`src/rtl/wb_mem_tester.sv`:
```
// wb_mem_tester: Wishbone classic initiator that writes a seeded pattern to a
// block of consecutive words, reads it back, and reports mismatches/timeouts.
module wb_mem_tester #(
  parameter int          CNT_W   = 16,
  parameter int          TIMEOUT = 255,
  parameter logic [31:0] STEP    = 32'h9E3779B9
) (
  input  logic             wb_clk_i,
  input  logic             wb_rst_i,
  input  logic             start,
  input  logic [31:0]      base_addr,
  input  logic [CNT_W-1:0] word_count,
  input  logic [31:0]      seed,
  output logic             wbm_cyc_o,
  output logic             wbm_stb_o,
  output logic             wbm_we_o,
  output logic [3:0]       wbm_sel_o,
  output logic [31:0]      wbm_adr_o,
  output logic [31:0]      wbm_dat_o,
  input  logic             wbm_ack_i,
  input  logic [31:0]      wbm_dat_i,
  output logic             busy,
  output logic             done,
  output logic             pass,
  output logic             timeout,
  output logic [CNT_W-1:0] err_count,
  output logic [31:0]      first_err_addr
);

  typedef enum logic [2:0] {IDLE, WR, WR_GAP, RD, RD_GAP, FIN} state_t;

  localparam logic [7:0] TMO_LAST = 8'(TIMEOUT - 1);

  state_t           state, next_state;
  logic [31:0]      base_r, seed_r, adr_r, dat_r, first_err_r;
  logic [CNT_W-1:0] count_r, idx_r, err_r;
  logic [7:0]       tmo_cnt;
  logic             done_r, pass_r, timeout_r;
  logic             accept, bus_ack, tmo_hit, enter_fin;
  logic             in_xfer, phase_end, rd_mismatch;

  assign in_xfer     = (state == WR) || (state == RD);
  assign phase_end   = (idx_r == count_r);
  assign rd_mismatch = (state == RD) && bus_ack && (wbm_dat_i != dat_r);

  // Sequence the write pass, the read pass and the single-cycle finish.
  always_comb begin
    next_state = state;
    accept     = 1'b0;
    bus_ack    = 1'b0;
    tmo_hit    = 1'b0;
    enter_fin  = 1'b0;
    case (state)
      IDLE: begin
        if (start) begin
          accept     = 1'b1;
          next_state = (word_count == '0) ? FIN : WR;
        end
      end
      WR, RD: begin
        if (wbm_ack_i) begin
          bus_ack    = 1'b1;
          next_state = (state == WR) ? WR_GAP : RD_GAP;
        end else if (tmo_cnt == TMO_LAST) begin
          tmo_hit    = 1'b1;
          next_state = FIN;
        end
      end
      WR_GAP:  next_state = phase_end ? RD : WR;
      RD_GAP:  next_state = phase_end ? FIN : RD;
      FIN:     next_state = IDLE;
      default: next_state = IDLE;
    endcase
    if ((next_state == FIN) && (state != FIN)) begin
      enter_fin = 1'b1;
    end
  end

  // State register; reset abandons any open bus cycle immediately.
  always_ff @(posedge wb_clk_i) begin
    if (wb_rst_i) begin
      state <= IDLE;
    end else begin
      state <= next_state;
    end
  end

  // Address/pattern accumulators, word index, ack timer and result registers.
  always_ff @(posedge wb_clk_i) begin
    if (wb_rst_i) begin
      base_r      <= '0;
      seed_r      <= '0;
      adr_r       <= '0;
      dat_r       <= '0;
      count_r     <= '0;
      idx_r       <= '0;
      err_r       <= '0;
      first_err_r <= '0;
      tmo_cnt     <= '0;
      done_r      <= 1'b0;
      pass_r      <= 1'b0;
      timeout_r   <= 1'b0;
    end else begin
      tmo_cnt <= (in_xfer && !wbm_ack_i) ? tmo_cnt + 8'd1 : 8'd0;
      if (accept) begin
        base_r      <= base_addr & 32'hFFFF_FFFC;
        adr_r       <= base_addr & 32'hFFFF_FFFC;
        seed_r      <= seed;
        dat_r       <= seed;
        count_r     <= word_count;
        idx_r       <= '0;
        err_r       <= '0;
        first_err_r <= '0;
        done_r      <= 1'b0;
        pass_r      <= 1'b0;
        timeout_r   <= 1'b0;
      end
      if (bus_ack) begin
        adr_r <= adr_r + 32'd4;
        dat_r <= dat_r + STEP;
        idx_r <= idx_r + CNT_W'(1);
      end
      if (((state == WR_GAP) || (state == RD_GAP)) && phase_end) begin
        adr_r <= base_r;
        dat_r <= seed_r;
        idx_r <= '0;
      end
      if (rd_mismatch) begin
        if (err_r != '1) begin
          err_r <= err_r + CNT_W'(1);
        end
        if (err_r == '0) begin
          first_err_r <= adr_r;
        end
      end
      if (tmo_hit) begin
        timeout_r <= 1'b1;
      end
      if (enter_fin) begin
        done_r <= 1'b1;
        pass_r <= accept || (!tmo_hit && !timeout_r && (err_r == '0));
      end
    end
  end

  assign wbm_cyc_o      = in_xfer;
  assign wbm_stb_o      = in_xfer;
  assign wbm_we_o       = (state == WR);
  assign wbm_sel_o      = in_xfer ? 4'hF : 4'h0;
  assign wbm_adr_o      = adr_r;
  assign wbm_dat_o      = dat_r;
  assign busy           = (state == WR) || (state == WR_GAP) ||
                          (state == RD) || (state == RD_GAP);
  assign done           = done_r;
  assign pass           = pass_r;
  assign timeout        = timeout_r;
  assign err_count      = err_r;
  assign first_err_addr = first_err_r;

endmodule

```
`config.mk`:
```
export PLATFORM = sky130hd
export DESIGN_NAME = wb_mem_tester
export DESIGN_NICKNAME = d
export VERILOG_FILES = /design/src/rtl/wb_mem_tester.sv
export SDC_FILE = /design/constraint.sdc
export NUM_CORES = 1
export LEC_CHECK = 0
export ABC_AREA = 1
export BUFFER_PORTS_ARGS = -buffer_cell sky130_fd_sc_hd__buf_4
export CELL_PAD_IN_SITES_DETAIL_PLACEMENT = 1
export CELL_PAD_IN_SITES_GLOBAL_PLACEMENT = 1
export CORE_ASPECT_RATIO = 2
export CORE_MARGIN = 3
export CORE_UTILIZATION = 30
export DETAILED_ROUTE_END_ITERATION = 8
export MAX_ROUTING_LAYER = met4
export PLACE_DENSITY = 0.72
export SLEW_MARGIN = 0
export SYNTH_ARGS = -nofsm -noshare
export SYNTH_HDL_FRONTEND = slang
export SYNTH_SLANG_ARGS = --single-unit
export TNS_END_PERCENT = 100
```
`constraint.sdc`:
```
create_clock -name wb_clk_i -period 2.2 [get_ports wb_clk_i]
set_input_delay 0.44 -clock wb_clk_i [delete_from_list [all_inputs] [get_ports wb_clk_i]]
set_output_delay 0.44 -clock wb_clk_i [all_outputs]
set_load 0.01 [all_outputs]
```
**After elaboration in Yosys (flattened, before gate mapping)**

Cells that the tools add are included.

- Flip-flop bits (word level): 220
- Bits of input ports: 116
- Output and inout bits: 123
- Logic and storage cells: 90

- Add/subtract/negate cells: 5
- Equality and inequality tests: 10
- Mux-type cells: 35
- Bitwise gates (word level): 1
- Reductions and logical operators: 26

Operators by type and width:

| kind | number |
|---|---|
| $mux W32 | 9 |
| $mux W16 | 5 |
| $add A16 B1 Y16 const B | 2 |
| $add A32 B3 Y32 const B | 1 |
| $add A32 B32 Y32 const B | 1 |
| $logic_not A16 Y1 | 2 |
| $ne A32 B32 Y1 | 1 |
| $mux W3 | 6 |
| $eq A16 B16 Y1 | 1 |
| $ne A16 B16 Y1 const B | 1 |
| $mux W1 | 12 |
| $pmux W3 S4 | 1 |
| $add A8 B1 Y8 const B | 1 |
| $eq A8 B8 Y1 const B | 1 |
| $logic_and A1 B1 Y1 | 7 |
| $eq A3 B2 Y1 const B | 2 |
| $eq A3 B3 Y1 const B | 2 |
| $logic_or A1 B1 Y1 | 6 |
| $reduce_bool A2 Y1 | 3 |
| $reduce_or A2 Y1 | 3 |
| $mux W4 | 1 |
| $eq A3 B1 Y1 const B | 1 |
| $logic_not A1 Y1 | 3 |
| $logic_not A3 Y1 | 1 |
| other kinds (4) | 4 |

**Longest topological paths before layout**

- Depth in word-level cells: 9
- Gate-level depth with buffers: 15

**Worst setup path after synthesis**

OpenSTA, ideal clock, no wires.

- Kind: register to register
- Start: reg err_r[0] (netlist: err_count[0])
- End: reg err_r[12] (netlist: err_count[12])
- Library setup time: 0.071 ns
- Data arrival time: 1.671 ns
- Required time: 2.129 ns
- Setup slack: 0.459 ns
- Cell stages (with the launch flop): 11
- Path buffers: 1
- Path through: dfxtp_1 ha_1 nand3_1 inv_1 nand4_1 inv_1 nand2_1 buf_2 nand3_1 nand3_1 a21oi_1

- Word-level cells in the longest chain between the ends: 3
- Elaborated cells on any way between the ends: 4
- Those cells by class: add/sub: 1; eq/ne: 1; mux: 2

RTL lines:

| element | line | source |
|---|---|---|
| from (decl) | 36 | `logic [CNT_W-1:0] count_r, idx_r, err_r;` |
| from (signal assigned) | 130 | `err_r <= err_r + CNT_W'(1);` |
| $add A16 B1 Y16 or $ne A16 B16 Y1 (tied branches) | 130, 129 |  |
| $mux W16 (*) | 129 | `if (err_r != '1) begin` |
| $mux W16 (*) | 128 | `if (rd_mismatch) begin` |

Mark *: on every way between the ends. The rest lies on a longest branch, timed or not.
A chain may end at the register's enable or synchronous reset.

**Final worst setup path**

- Start: reg dat_r[26] (netlist: wbm_dat_o[26])
- End: reg dat_r[28] (netlist: wbm_dat_o[28])

- Word-level cells in the longest chain between the ends: 3

RTL lines:

| element | line | source |
|---|---|---|
| from (decl) | 35 | `logic [31:0] base_r, seed_r, adr_r, dat_r, first_err_r;` |
| from (signal assigned) | 120 | `dat_r <= dat_r + STEP;` |
| from (signal assigned) | 125 | `dat_r <= seed_r;` |
| $add A32 B32 Y32 | 120 |  |
| $mux W32 | 118 | `if (bus_ack) begin` |
| $mux W32 | 123 | `if (((state == WR_GAP) \|\| (state == RD_GAP)) && phase_end) begin` |

No other way between the ends.

==> summary.md <==
| Metric | Value |
|---|---|
| Max-slew headroom | 66.05% |
| CTS sink cnt | 218 |
| Post-route ant nets | 0 |
| Multi-input gate area | 7719 um2 |
| Cell Rows | 110 |
| Met3 Usage GRT | 2.296% |
| CORE AREA | 45280 um2 |
| Hold-fix buffers, CTS | 0 |
| Top area cells in the synthesized netlist | dfxtp_1 32%, nand2_1 21%, nand3_1 8.4% |
| Worst r2r path cells | 11 |
| Final Skew | 0.01689 ns |
| Vias per inst | 5.145 |
| Chip Width | 157.6 um |
| Clock Latency Late Sink | 0.53 ns |
| # nets final | 2696 |
| Largest net degree at the start of global routing | 73 |
| Share of post-route cells with drive strength above 1 | 16.80% |
| Outcome | complete, no violations |
| Worst Tran Pin Value | 0.5086 ns |
| Most frequent cells in the layout | 781 x nand2_1, 333 x buf_4, 282 x inv_1 |
| Vias | 16210 |
| Switching Fraction | 32.21% |
| GPL Wtd Cong | 0.9918 |
| Initial antenna violation count | 1 |
| Flop2flop setup slack | 0.12 ns |
| Post-synth EDFFs | 0 |
| Met1 GRT Util | 24.03% |
| Internal | 7724 uW |
| Worst setup EP type | flip-flop |
| Sequential area share after synthesis | 31.66% |
| Sequential power share | 39.3% |
| Die ar. | 48710 um2 |
| Crit path kind | flip-flop to flip-flop |
| GR Util met2 | 49.87% |
| Data required, critical path | 2.62 ns |
| FF+latch count, synth | 218 |
| Total track usage | 25.75% |
| DR iter-0 viols | 665 |
| Post-synthesis cell type count | 46 |
| Vias in the first global route | 17040 |
| Area leader, netlist | dfxtp_1 |
| Share of synthesized registers carrying an async set or reset | 0% |
| DRT Pass-1 Iters | 5 |
| Syn Area/Cell | 5.946 um2 |
| Worst Setup EP | wbm_dat_o[28]$_SDFFE_PP0P_ |
| CTS Buffer Depth | 3 |
| R2R Path Start | wbm_dat_o[26]$_SDFFE_PP0P_ |
| RSZ-0062 raised after global routing | false |
| Yosys warns | 0 |
| CP Launch Type | flip-flop |
| Commonest non-fill, non-tap cell in the layout | nand2_1 |
| Fin. Hold Viols | 0 |
| Die Span Y | 309.1 um |
| Power density cells | 649.8 nW/um2 |
| Clock transition at path regs | 0.07 ns |
| Worst vdd ir | 0.5698 mV |
| Pleak | 0.008385 uW |
| Synth Flop Type | dfxtp_1 |
| Synth Instances | 2318 |
| Period utilization | 94.67% |
| Hold Crit Class | input pin to flip-flop |
| Area Overhead vs Synth | 27.22% |
| Grt peak-use layer | met2 |
| Util after Layout | 38.73% |
| Clock share of power | 37.6% |
| Max-cap check violation count | 0 |
| Combinational share of power | 23.1% |
| Synth top area share | 31.66% |
| Min-delay src | base_addr[26] |
| Crit. Startpoint | wbm_dat_o[26]$_SDFFE_PP0P_ |
| Highest Clock Rate | 0.4801 GHz |
| Inserted Clock Buffers | 23 |
| Slew Limit Fails | 0 |
| IO Count | 239 |
| # DRC | 0 |
| Detailed-route wire length per cell | 19.96 um |
| Setup violators final | 0 |
| CTS tree | yes |
| Syn Std Cell Area | 13780 um2 |
| Initial Util | 30.44% |
| Critical path arrival | 2.51 ns |
| CTS root buf | clkbuf_16 |
| Sequential Area | 4367 um2 |
| Overflow after GRT | 0 |
| Worst Path Max Fanout | 5 |
| Final min period | 2.083 ns |
| Hold_ws | 0.1684 ns |
| Final WL | 62860 um |
| CTS H-tree lvls | 1 |
| Reg2reg end | wbm_dat_o[28]$_SDFFE_PP0P_ |
| Switch Pwr | 3670 uW |
| DP HPWL | 48860 um |
| IO buf count | 234 |
| Fillers | 6020 |
| First-pass GRT wire length | 94610 um |
[synthesized netlist by cell type (9+ instances only)]
master / count
o211ai_1: 14
a21oi_1: 163
nor3_1: 31
nor2_1: 161
dfxtp_1: 218
o21ai_0: 134
nand3_1: 231
inv_1: 284
or2_2: 9
buf_4: 13
xor2_1: 21
inv_2: 17
buf_2: 49
nand4_1: 30
nand2_1: 782
clkbuf_1: 45
xnor2_1: 26
[layer usage]
| metal | vias to the layer above | part of all wire (%) | routed length (um) |
|---|---|---|---|
| met1 | 7766 | 35 | 21710 |
| met4 | 0 | 6.7 | 4237 |
| met2 | 425 | 55 | 34810 |
| met5 | - | 0 | 0 |
| met3 | 177 | 3.4 | 2111 |
| li1 | 7838 | - | - |
[power by group through the flow]
stage | combinational [uW] | sequential [uW] | clock, uW
6_report | 2630 | 4470 | 4290
5_1_grt | 2900 | 4490 | 4530
4_1_cts | 2640 | 4470 | 4390
3_5_place_dp | 2630 | 4560 | 0
3_3_place_gp | 2560 | 4550 | 0
2_1_floorplan | 1370 | 4510 | 0
[kinds of logic (layout without fill, tap and decap cells)]
group,after synthesis,in the layout,share of synthesized area [%]
AOI/OAI and AO/OA,344,344,13.24
xor gates and xnor gates,47,47,2.987
adders and majority gates,7,7,0.6354
buffers and inverters,422,692,12.64
DFF,218,218,31.66
other,1,3,0.02721
and+or+nand+nor,1279,1279,38.82
[stage by stage]
step / TNS [ns] / setup slack [ns] / area, um2 / total power [uW] / instances
3_3_place_gp: -0.1439 / -0.01129 / 16700 / 7107 / 3108
4_1_cts: 0 / 0.03283 / 17500 / 11500 / 3149
3_5_place_dp: -2.772 / -0.08544 / 16700 / 7184 / 3108
6_report: 0 / 0.1172 / 17540 / 11390 / 3150
5_1_grt: 0 / 0.001849 / 17540 / 11930 / 3150
2_1_floorplan: 0 / 0.4585 / 13790 / 5874 / 2319
[layout make-up]
cell class / instances / area share, %
Inverter: 302 / 6.486
Antenna cell: 1 / 0.01427
Clock buffer: 33 / 3.896
Tap cell: 560 / 3.996
Sequential cell: 218 / 24.90
Multi-Input combinational cell: 1679 / 44.02
Clock inverter: 8 / 0.7064
Timing Repair Buffer: 349 / 15.98
[worst min-delay path by stage]
stage                              end  cells past startpoint  slack [ns]
2_1_floorplan  seed_r[22]$_SDFFE_PP0P_                      2        0.42
3_3_place_gp   seed_r[22]$_SDFFE_PP0P_                      2        0.43
3_5_place_dp   seed_r[22]$_SDFFE_PP0P_                      2        0.45
4_1_cts        base_r[26]$_SDFFE_PP0P_                      3        0.16
5_1_grt        seed_r[14]$_SDFFE_PP0P_                      3        0.17
6_report       base_r[26]$_SDFFE_PP0P_                      3        0.17
[worst max-delay path, cell delays in order, from the launching register on]
cell     delay, ns
dfxtp_1       0.45
buf_4         0.22
nor2_1        0.18
nand2_1       0.11
nor2_1        0.22
and2_1        0.17
nand2_1       0.15
nand2_1       0.12
nand2_1       0.05
nand3_1       0.07
nand2_1       0.05
a21oi_1       0.20
[flip-flops by register name, indices dropped and copies added (netlist names), 3 cells and up]
signal,count
wbm_dat_o,32
count_r,16
first_err_addr,32
wbm_adr_o,30
state,3
seed_r,32
base_r,30
err_count,16
idx_r,16
tmo_cnt,8
[what timing repair did]
action / 4_1_cts / 5_1_grt
resized for setup: 0 / 9
setup endpoints to repair: 0 / 31
setup buffers: 0 / 0
Note: power is estimated with default switching activity, not from simulation.
